==> config.mk <==
export PLATFORM = sky130hd
export DESIGN_NAME = ln40x7_prog_seq_flat
export DESIGN_NICKNAME = d
export VERILOG_FILES = /design/src/rtl/ln40x7_prog_seq_pkg.sv /design/src/rtl/ln40x7_prog_seq_if.sv /design/src/rtl/ln40x7_prog_seq_decode.sv /design/src/rtl/ln40x7_prog_seq.sv /design/src/flat_wrapper.sv
export SDC_FILE = /design/constraint.sdc
export NUM_CORES = 1
export LEC_CHECK = 0
export ABC_AREA = 1
export CORE_MARGIN = 1.5
export CORE_UTILIZATION = 57
export DETAILED_ROUTE_END_ITERATION = 16
export HOLD_SLACK_MARGIN = 0.06
export PLACE_DENSITY = 0.86
export SLEW_MARGIN = 25
export SYNTH_ARGS = -nofsm -noshare
export SYNTH_HDL_FRONTEND = slang
export SYNTH_SLANG_ARGS = --single-unit
==> constraint.sdc <==
create_clock -name cp0 -period 9.8 [get_ports cp0]
set_clock_uncertainty 0.2 [all_clocks]
set_input_delay 1.47 -clock cp0 [delete_from_list [all_inputs] [get_ports cp0]]
set_output_delay 1.47 -clock cp0 [all_outputs]
set_load 0.01 [all_outputs]
==> src/rtl/ln40x7_prog_seq_pkg.sv <==
// Shared definitions for the programmable Johnson sequencer family: state encoding,
// legality test, modulus clamp and the next-state source selector.
package ln40x7_prog_seq_pkg;

    localparam int MAX_STAGES = 16;

    typedef logic [MAX_STAGES-1:0] jvec_t;

    typedef enum logic [1:0] {
        SEL_LOCKOUT,
        SEL_HOLD,
        SEL_SHIFT,
        SEL_LOAD
    } next_sel_e;

    // State k fills k ones from the bottom; past n the ones drain from the bottom.
    function automatic jvec_t johnson_encode(input int k, input int n);
        jvec_t ones;
        jvec_t r;
        ones = '0;
        r    = '0;
        for (int b = 0; b < MAX_STAGES; b++) begin
            if (b < n) ones[b] = 1'b1;
        end
        if (k <= n) begin
            for (int b = 0; b < MAX_STAGES; b++) begin
                if (b < k) r[b] = 1'b1;
            end
        end else begin
            r = (ones << (k - n)) & ones;
        end
        return r;
    endfunction

    function automatic logic johnson_valid(input jvec_t j, input int n);
        logic hit;
        hit = 1'b0;
        for (int k = 0; k < 2 * MAX_STAGES; k++) begin
            if (k < 2 * n && j == johnson_encode(k, n)) hit = 1'b1;
        end
        return hit;
    endfunction

    function automatic int effective_modulus(input int len_val, input int nout);
        return (len_val < 2 || len_val > nout) ? nout : len_val;
    endfunction

endpackage

==> src/rtl/ln40x7_prog_seq_if.sv <==
// Control and decoded-output bundle of one sequencer stage.
interface ln40x7_prog_seq_if #(parameter int NSTAGES = 5);

    localparam int NOUT = 2 * NSTAGES;
    localparam int LW   = $clog2(NOUT + 1);

    logic            cp1;
    logic            dir;
    logic [LW-1:0]   len;
    logic [NOUT-1:0] out_q;
    logic            q59_n;
    logic [LW-1:0]   idx;
    logic            tc;
    logic            err;

    modport master (
        output cp1, dir, len,
        input  out_q, q59_n, idx, tc, err
    );

    modport slave (
        input  cp1, dir, len,
        output out_q, q59_n, idx, tc, err
    );

endinterface

==> src/rtl/ln40x7_prog_seq_decode.sv <==
// Combinational Johnson decoder: one-hot outputs, binary index, carry and legality flag.
module ln_johnson_decode
    import ln40x7_prog_seq_pkg::*;
#(
    parameter int NSTAGES = 5
) (
    input  logic [NSTAGES-1:0]                     j,
    output logic [2*NSTAGES-1:0]                   out_q,
    output logic [$clog2(2*NSTAGES+1)-1:0]         idx,
    output logic                                   q59_n,
    output logic                                   err
);

    localparam int NOUT = 2 * NSTAGES;
    localparam int LW   = $clog2(NOUT + 1);

    logic [LW-1:0] ones_cnt;

    assign out_q[0]       = ~j[NSTAGES-1] & ~j[0];
    assign out_q[NSTAGES] =  j[NSTAGES-1] &  j[0];

    for (genvar k = 1; k < NSTAGES; k++) begin : g_fill
        assign out_q[k] = j[k-1] & ~j[k];
    end

    for (genvar k = NSTAGES + 1; k < NOUT; k++) begin : g_drain
        assign out_q[k] = ~j[k-NSTAGES-1] & j[k-NSTAGES];
    end

    assign q59_n = ~j[NSTAGES-1];
    assign err   = ~johnson_valid(jvec_t'(j), NSTAGES);

    // Filling states are identified by j[0]=1 (or all zero); draining states count down from NOUT.
    always_comb begin
        ones_cnt = '0;
        for (int b = 0; b < NSTAGES; b++) begin
            ones_cnt = ones_cnt + LW'(j[b]);
        end
        if (j[0] || ones_cnt == '0) begin
            idx = ones_cnt;
        end else begin
            idx = LW'(NOUT) - ones_cnt;
        end
    end

endmodule

==> src/rtl/ln40x7_prog_seq.sv <==
// Programmable-modulus up/down Johnson sequencer with terminal count and illegal-state recovery.
module ln40x7_prog_seq
    import ln40x7_prog_seq_pkg::*;
#(
    parameter int NSTAGES = 5
) (
    input  logic              cp0,
    input  logic              mr,
    ln40x7_prog_seq_if.slave  bus
);

    localparam int NOUT = 2 * NSTAGES;
    localparam int LW   = $clog2(NOUT + 1);

    logic [NSTAGES-1:0] j_q;
    logic [NSTAGES-1:0] j_next;
    logic [NSTAGES-1:0] shift_j;
    logic [NOUT-1:0]    out_q;
    logic [LW-1:0]      idx;
    logic               q59_n;
    logic               err;
    int                 m;
    int                 idx_i;
    int                 target;
    next_sel_e          sel;

    ln_johnson_decode #(.NSTAGES(NSTAGES)) u_decode (
        .j     (j_q),
        .out_q (out_q),
        .idx   (idx),
        .q59_n (q59_n),
        .err   (err)
    );

    if (NSTAGES == 1) begin : g_shift_one
        assign shift_j = ~j_q;
    end else begin : g_shift_n
        assign shift_j = {j_q[NSTAGES-2:0], ~j_q[NSTAGES-1]};
    end

    always_ff @(posedge cp0) begin
        if (mr) begin
            j_q <= '0;
        end else begin
            j_q <= j_next;
        end
    end

    // Wraps, reversals and short moduli jump by loading the encoded target; a full-length
    // up count is just the natural Johnson rotation.
    always_comb begin
        m      = effective_modulus(int'(bus.len), NOUT);
        idx_i  = int'(idx);
        target = 0;
        sel    = SEL_HOLD;
        j_next = j_q;

        if (bus.dir) begin
            target = (idx_i == 0 || idx_i > m - 1) ? m - 1 : idx_i - 1;
        end else begin
            target = (idx_i >= m - 1) ? 0 : idx_i + 1;
        end

        if (err) begin
            sel = SEL_LOCKOUT;
        end else if (bus.cp1) begin
            sel = SEL_HOLD;
        end else if (!bus.dir && m == NOUT) begin
            sel = SEL_SHIFT;
        end else begin
            sel = SEL_LOAD;
        end

        case (sel)
            SEL_LOCKOUT: j_next = '0;
            SEL_HOLD:    j_next = j_q;
            SEL_SHIFT:   j_next = shift_j;
            SEL_LOAD:    j_next = NSTAGES'(johnson_encode(target, NSTAGES));
            default:     j_next = '0;
        endcase
    end

    always_comb begin
        bus.tc = 1'b0;
        if (!bus.cp1 && !err) begin
            bus.tc = bus.dir ? (idx_i == 0) : (idx_i == m - 1);
        end
    end

    assign bus.out_q = out_q;
    assign bus.idx   = idx;
    assign bus.q59_n = q59_n;
    assign bus.err   = err;

endmodule

==> src/flat_wrapper.sv <==
// flat-port wrapper written by rule: the top's interface ports become plain ports
module ln40x7_prog_seq_flat import ln40x7_prog_seq_pkg::*;
#(
    parameter int NSTAGES = 5
)
  (cp0, mr, bus_cp1, bus_dir, bus_len, bus_out_q, bus_q59_n, bus_idx, bus_tc, bus_err);
  ln40x7_prog_seq_if #(.NSTAGES(NSTAGES)) bus_i ();
  input  logic cp0;
  input  logic mr;
  input wire logic [$bits(bus_i.cp1)-1:0] bus_cp1;
  input wire logic [$bits(bus_i.dir)-1:0] bus_dir;
  input wire logic [$bits(bus_i.len)-1:0] bus_len;
  output wire logic [$bits(bus_i.out_q)-1:0] bus_out_q;
  output wire logic [$bits(bus_i.q59_n)-1:0] bus_q59_n;
  output wire logic [$bits(bus_i.idx)-1:0] bus_idx;
  output wire logic [$bits(bus_i.tc)-1:0] bus_tc;
  output wire logic [$bits(bus_i.err)-1:0] bus_err;
  assign bus_i.cp1 = bus_cp1;
  assign bus_i.dir = bus_dir;
  assign bus_i.len = bus_len;
  assign bus_out_q = bus_i.out_q;
  assign bus_q59_n = bus_i.q59_n;
  assign bus_idx = bus_i.idx;
  assign bus_tc = bus_i.tc;
  assign bus_err = bus_i.err;
  ln40x7_prog_seq #(.NSTAGES(NSTAGES)) u_core (.cp0(cp0), .mr(mr), .bus(bus_i));
endmodule
Yosys cells after proc, flatten, opt, wreduce, memory -nomap -nowiden
Cells that the tools add are included.

storage, ports and cells
  input bits = 8
  flip-flop bits (word level) = 5
  logic and storage cells = 92
  output and inout bits = 17

operators by class
  bitwise logic cells = 17
  reductions and logical operators = 12
  add/sub/neg operators = 9
  magnitude comparators = 10
  shift operators = 1
  equality and inequality tests = 14
  muxes and demuxes = 28

operator list
  cell                   count
  $mux 32                3
  $lt 3x32->1 const A    2
  $eq 32x5->1 const B    1
  $eq 5x32->1            1
  $ge 5x32->1            1
  $gt 5x32->1            1
  $le 32x4->1 const B    1
  $logic_not 32->1       1
  $lt 1x32->1 const A    1
  $lt 2x32->1 const A    1
  $lt 4x32->1 const A    1
  $shl 5x32->5           1
  $sub 32x2->32 const B  1
  $sub 32x4->32 const B  1
  $eq 5x5->1 const B     5
  $mux 1                 19
  $logic_not 16->1       1
  $pmux 5 s3             1
  $add 4x1->4            3
  $and 1x1->1            10
  $logic_not 4->1        2
  $mux 4                 2
  $not 1->1              6
  $add 4x1->5 const B    1
  18 further kinds       24

Depth between registers and ports, before layout
  depth in word-level cells = 18
  gate-level depth with buffers = 38
  gate-level depth less buffers = 38

Cells and area by module
Synthesis repeated with hierarchy kept, for this count alone.

second synthesis, totals
  cells, all modules = 270
  area total of the unflattened synthesis = 1781.7 sq um

by module, submodules not included
  module             seq. area each (sq um)  area each (sq um)  times used  cells each
  ln40x7_prog_seq    100.1                   1436.4             1           217
  ln_johnson_decode  0.0                     345.3              1           53

Worst setup path after synthesis
OpenSTA, ideal clock, no wires.

  path type = reg2out
  from = register u_core.j_q[0]
  to = output port bus_tc
  setup slack = 4.322 ns
  path buffers = 0
  data arrival time = 3.808 ns
  cell stages (with the launch flop) = 22
  required time = 8.130 ns
  cell sequence = dfxtp_1 > inv_2 > ha_1 > inv_1 > fa_1 > inv_1 > ha_1 > fa_1 > inv_1 > ha_1 > nand2_2 > nand2_2 > nor2_1 > ha_1 > nand2_1 > inv_1 > nand2_1 > inv_2 > nand4_2 > inv_1 > nor2_1 > a211oi_1

between the ends
  elaborated cells on any way between the ends = 33
  those cells by class = 5 x add/sub; 10 x eq/ne; 13 x mux; 5 x reduce/logical

RTL lines
  item                                                                 line                          text
  start: declaration                                                   ln40x7_prog_seq.sv:15         logic [NSTAGES-1:0] j_q;
  start signal: assignment                                             ln40x7_prog_seq.sv:45         j_q <= j_next;
  parallel branches: the longest is 6 deep, another holds $add 4x1->4  n/a
  $mux 4 *                                                             ln40x7_prog_seq_decode.sv:39  if (j[0] || ones_cnt == '0) begin
  named net bus_idx[3]                                                 flat_wrapper.sv:15            output wire logic [$bits(bus_i.idx)-1:0] bus_idx;
  $eq 5x32->1 / $logic_not 32->1 (equally long branches)               ln40x7_prog_seq.sv:86         bus.tc = bus.dir ? (idx_i == 0) : (idx_i == m - 1);
  $mux 1 *                                                             ln40x7_prog_seq.sv:86
  $mux 1 *                                                             ln40x7_prog_seq.sv:85         if (!bus.cp1 && !err) begin
  end: declaration                                                     flat_wrapper.sv:16            output wire logic [$bits(bus_i.tc)-1:0] bus_tc;

Mark *: on every way through the listed nets, which the timed path passes.

Worst setup path after layout
  from = register u_core.j_q[0]
  to = output port bus_tc

between the ends
  cells in the longest elaborated chain, start to end = 13
  elaborated cells on any way between the ends = 33
  those cells by class = 5 x add/sub; 10 x eq/ne; 13 x mux; 5 x reduce/logical

ends and longest elaborated chain
  item                                                                  line
  parallel branches: the longest is 12 deep, another holds $add 4x1->4  n/a
  $mux 1 *                                                              ln40x7_prog_seq.sv:85

Every way passes the cells marked *.

==> flow_metrics.env <==
export IMPL_min_period_over_period_pct=65.73
export IMPL_tns_ns=0
export IMPL_avgRoutedWirePerCell_um=10.95
export IMPL_cts_inserted_buffers=3
export IMPL_worstSkewPairLatency_ns=0.24
export IMPL_setup_slack_ns=3.359
export IMPL_relSlewSlack_pct=73.32
export IMPL_cts_hold_repair_buffers=0
export IMPL_diodes=0
export IMPL_place_gp_congestion=0.9137
export IMPL_cp_arrival_ns=4.77
export IMPL_synth_nets=256
export IMPL_vias_per_cell=5.134
export IMPL_finalHoldViolCount=0
export IMPL_placed_cell_area_um2=1652
export IMPL_netlist_top_cells_count="inv_1 (45), nand2_1 (41), nor2_1 (27)"
export IMPL_clockRootBuffer="clkbuf_4"
export IMPL_std_cell_rows=17
export IMPL_critPathKind="reg2out"
export IMPL_synth_top_cell_area_share_pct=15.37
export IMPL_drv_slew=0
export IMPL_cp_required_ns=8.13
export IMPL_globalRouteOverflowTotal=0
export IMPL_io_pins=25
export IMPL_ys_warn_count=0
export IMPL_synth_most_common_cell="inv_1"
export IMPL_die_w_um=52.27
export IMPL_worstReg2RegEnd="u_core.j_q[0]"
export IMPL_synthArstFlopShare_pct=0
export IMPL_place_ws_ns=3.404
export IMPL_largest_reg_flops=5
export IMPL_syn_cell_area_um2=1384
export IMPL_cts_sinks=5
export IMPL_status="completed"
export IMPL_synth_edf_count=0
export IMPL_postSynthCellCount=229
export IMPL_synth_largest_area_cell="ha_1"
export IMPL_die_h_um=52.27
export IMPL_reg2reg_depth=35
export IMPL_synthToLayoutAreaGrowth_pct=21.25
export IMPL_fin_area_um2=1678
export IMPL_synthTopCellsByArea="ha_1 (15%), inv_1 (12%), nand2_1 (11%), nor2_1 (7.3%), dfxtp_1 (7.2%)"
export IMPL_clk_pin_slew_ns=0.05
export IMPL_max_freq_mhz=155.2
export IMPL_period_minus_slack_ns=6.441
export IMPL_first_pass_iters=4
export IMPL_cts_resized=0
export IMPL_worstHoldEndpoint="u_core.j_q[3]"
export IMPL_cts_setup_buffers=0
export IMPL_rsz0062_at_grt="false"
export IMPL_grt_pass1_wl_um=5416
export IMPL_num_vias=1453
export IMPL_io_buffers=24
export IMPL_synth_seq_area_share_pct=7.233
export IMPL_setup_viol=0
export IMPL_antenna_found_initial=0
export IMPL_worst_pin_slew_ns=0.3968
export IMPL_post_synth_cell_area_avg_um2=6.043
export IMPL_dieArea_um2=2732
export IMPL_synth_distinct_cells=34
export IMPL_cts_max_path_buffers=2
export IMPL_max_cap_violations=0
export IMPL_wl_um=3098
export IMPL_cts_tree="done"
export IMPL_reg_top3="u_core.j_q: 5 flops"
export IMPL_r2r_slack_ns=4.26
export IMPL_hold_depth=4
export IMPL_grt_util_all_layers_pct=25.30
export IMPL_path_max_fanout=7
export IMPL_worstHoldPathType="reg2reg"
export IMPL_post_route_drc_count=0
export IMPL_start_util_pct=61.38
export IMPL_nNetsFinal=283
export IMPL_drt_iter0_drc=23
export IMPL_drive_above_1_share_pct=13.73
export IMPL_core_area_um2=2255
export IMPL_grt_max_degree=9
export IMPL_synth_flop_cell="dfxtp_1"
export IMPL_top_register="u_core.j_q"
export IMPL_cp_start_kind="register"
export IMPL_synth_seq_cells=5
export IMPL_antenna_left=0
export IMPL_fill_cells=191
export IMPL_htree_levels=1
export IMPL_min_from="u_core.j_q[3]"
export IMPL_dp_hpwl_um=2652
export IMPL_worstReg2RegStart="u_core.j_q[0]"
export IMPL_grt_pass1_vias=1343
export IMPL_critPathCaptureType="output pin"
## stage by stage
stage               util, %  instances  hold slack [ns]
floorplan                 -        229           0.4351
global placement      73.25        279           0.5008
detailed placement    73.25        279           0.5030
CTS                   74.42        283           0.5097
global route          74.42        283           0.5775
finish                74.42        283           0.5078
## layer usage
metal | global-route usage, % | routed length, µm
met3 | 2.000 | 122
met4 | 2.991 | 7
met2 | 47.68 | 1472
met1 | 31.90 | 1496
met5 | 0 | 0
## area by class of cell
class	instances	area, µm²	area share (%)
clock buffer	4	26.28	1.566
multi-input combinational	172	1089	64.88
sequential	5	100.1	5.966
inverter	50	187.7	11.19
timing repair buffer	24	240.2	14.32
tap	28	35.03	2.088
## worst max-delay path by stage
stage | startpoint | end | slack, ns | depth (start not counted)
detailed placement | bus_len[1] | bus_tc | 3.40 | 21
global route | u_core.j_q[0] | bus_tc | 2.96 | 22
global placement | bus_len[1] | bus_tc | 3.48 | 21
finish | u_core.j_q[0] | bus_tc | 3.36 | 22
CTS | u_core.j_q[0] | bus_tc | 3.32 | 22
floorplan | u_core.j_q[0] | bus_tc | 4.32 | 21
## placed cells by master, fill, tap and decap left out, types with 2 or more instances in the layout
| cell type | Yosys | layout |
|---|---|---|
| inv_2 | 5 | 5 |
| inv_1 | 45 | 45 |
| nand3b_1 | 2 | 2 |
| xnor2_1 | 2 | 2 |
| nor3_1 | 3 | 3 |
| o21ai_0 | 3 | 3 |
| nor2_2 | 3 | 3 |
| xor2_1 | 2 | 2 |
| nand3_1 | 16 | 16 |
| nor4_1 | 2 | 2 |
| dfxtp_1 | 5 | 5 |
| nand2_1 | 41 | 41 |
| clkbuf_4 | 0 | 3 |
| nand4_1 | 2 | 2 |
| nand2_2 | 10 | 10 |
| o21ai_1 | 2 | 2 |
| clkdlybuf4s50_1 | 0 | 24 |
| a21oi_1 | 13 | 13 |
| fa_1 | 2 | 2 |
| ha_1 | 17 | 17 |
| nor2_1 | 27 | 27 |
| nand2_4 | 5 | 5 |
| o22ai_1 | 5 | 5 |
| nand3_2 | 4 | 4 |
## critical path: stages, from the launching register on
cell and delay [ns]:
dfxtp_1 0.42, inv_2 0.13, ha_1 0.31, inv_1 0.05
fa_1 0.48, inv_1 0.05, ha_1 0.18, fa_1 0.58
inv_1 0.08, ha_1 0.20, nand2_2 0.10, nand3_2 0.08
xor2_2 0.34, ha_1 0.20, nand2_1 0.04, inv_1 0.05
nand2_1 0.06, inv_2 0.06, nand4_2 0.14, inv_1 0.13
nor2_1 0.06, a211oi_1 0.22, clkdlybuf4s50_1 0.58
## cells by family after synthesis
kind of cell    after synthesis  share of synthesized area, %
compound gates               29                         13.11
xor+xnor                      5                         3.708
fa+ha+maj                    19                         18.26
buf+inv                      52                         14.11
flops                         5                         7.234
simple gates                119                         43.58
Power is left out: the tool's default activity adds up to more than one toggle a clock period on the data nets, which glitch-free logic cannot reach.
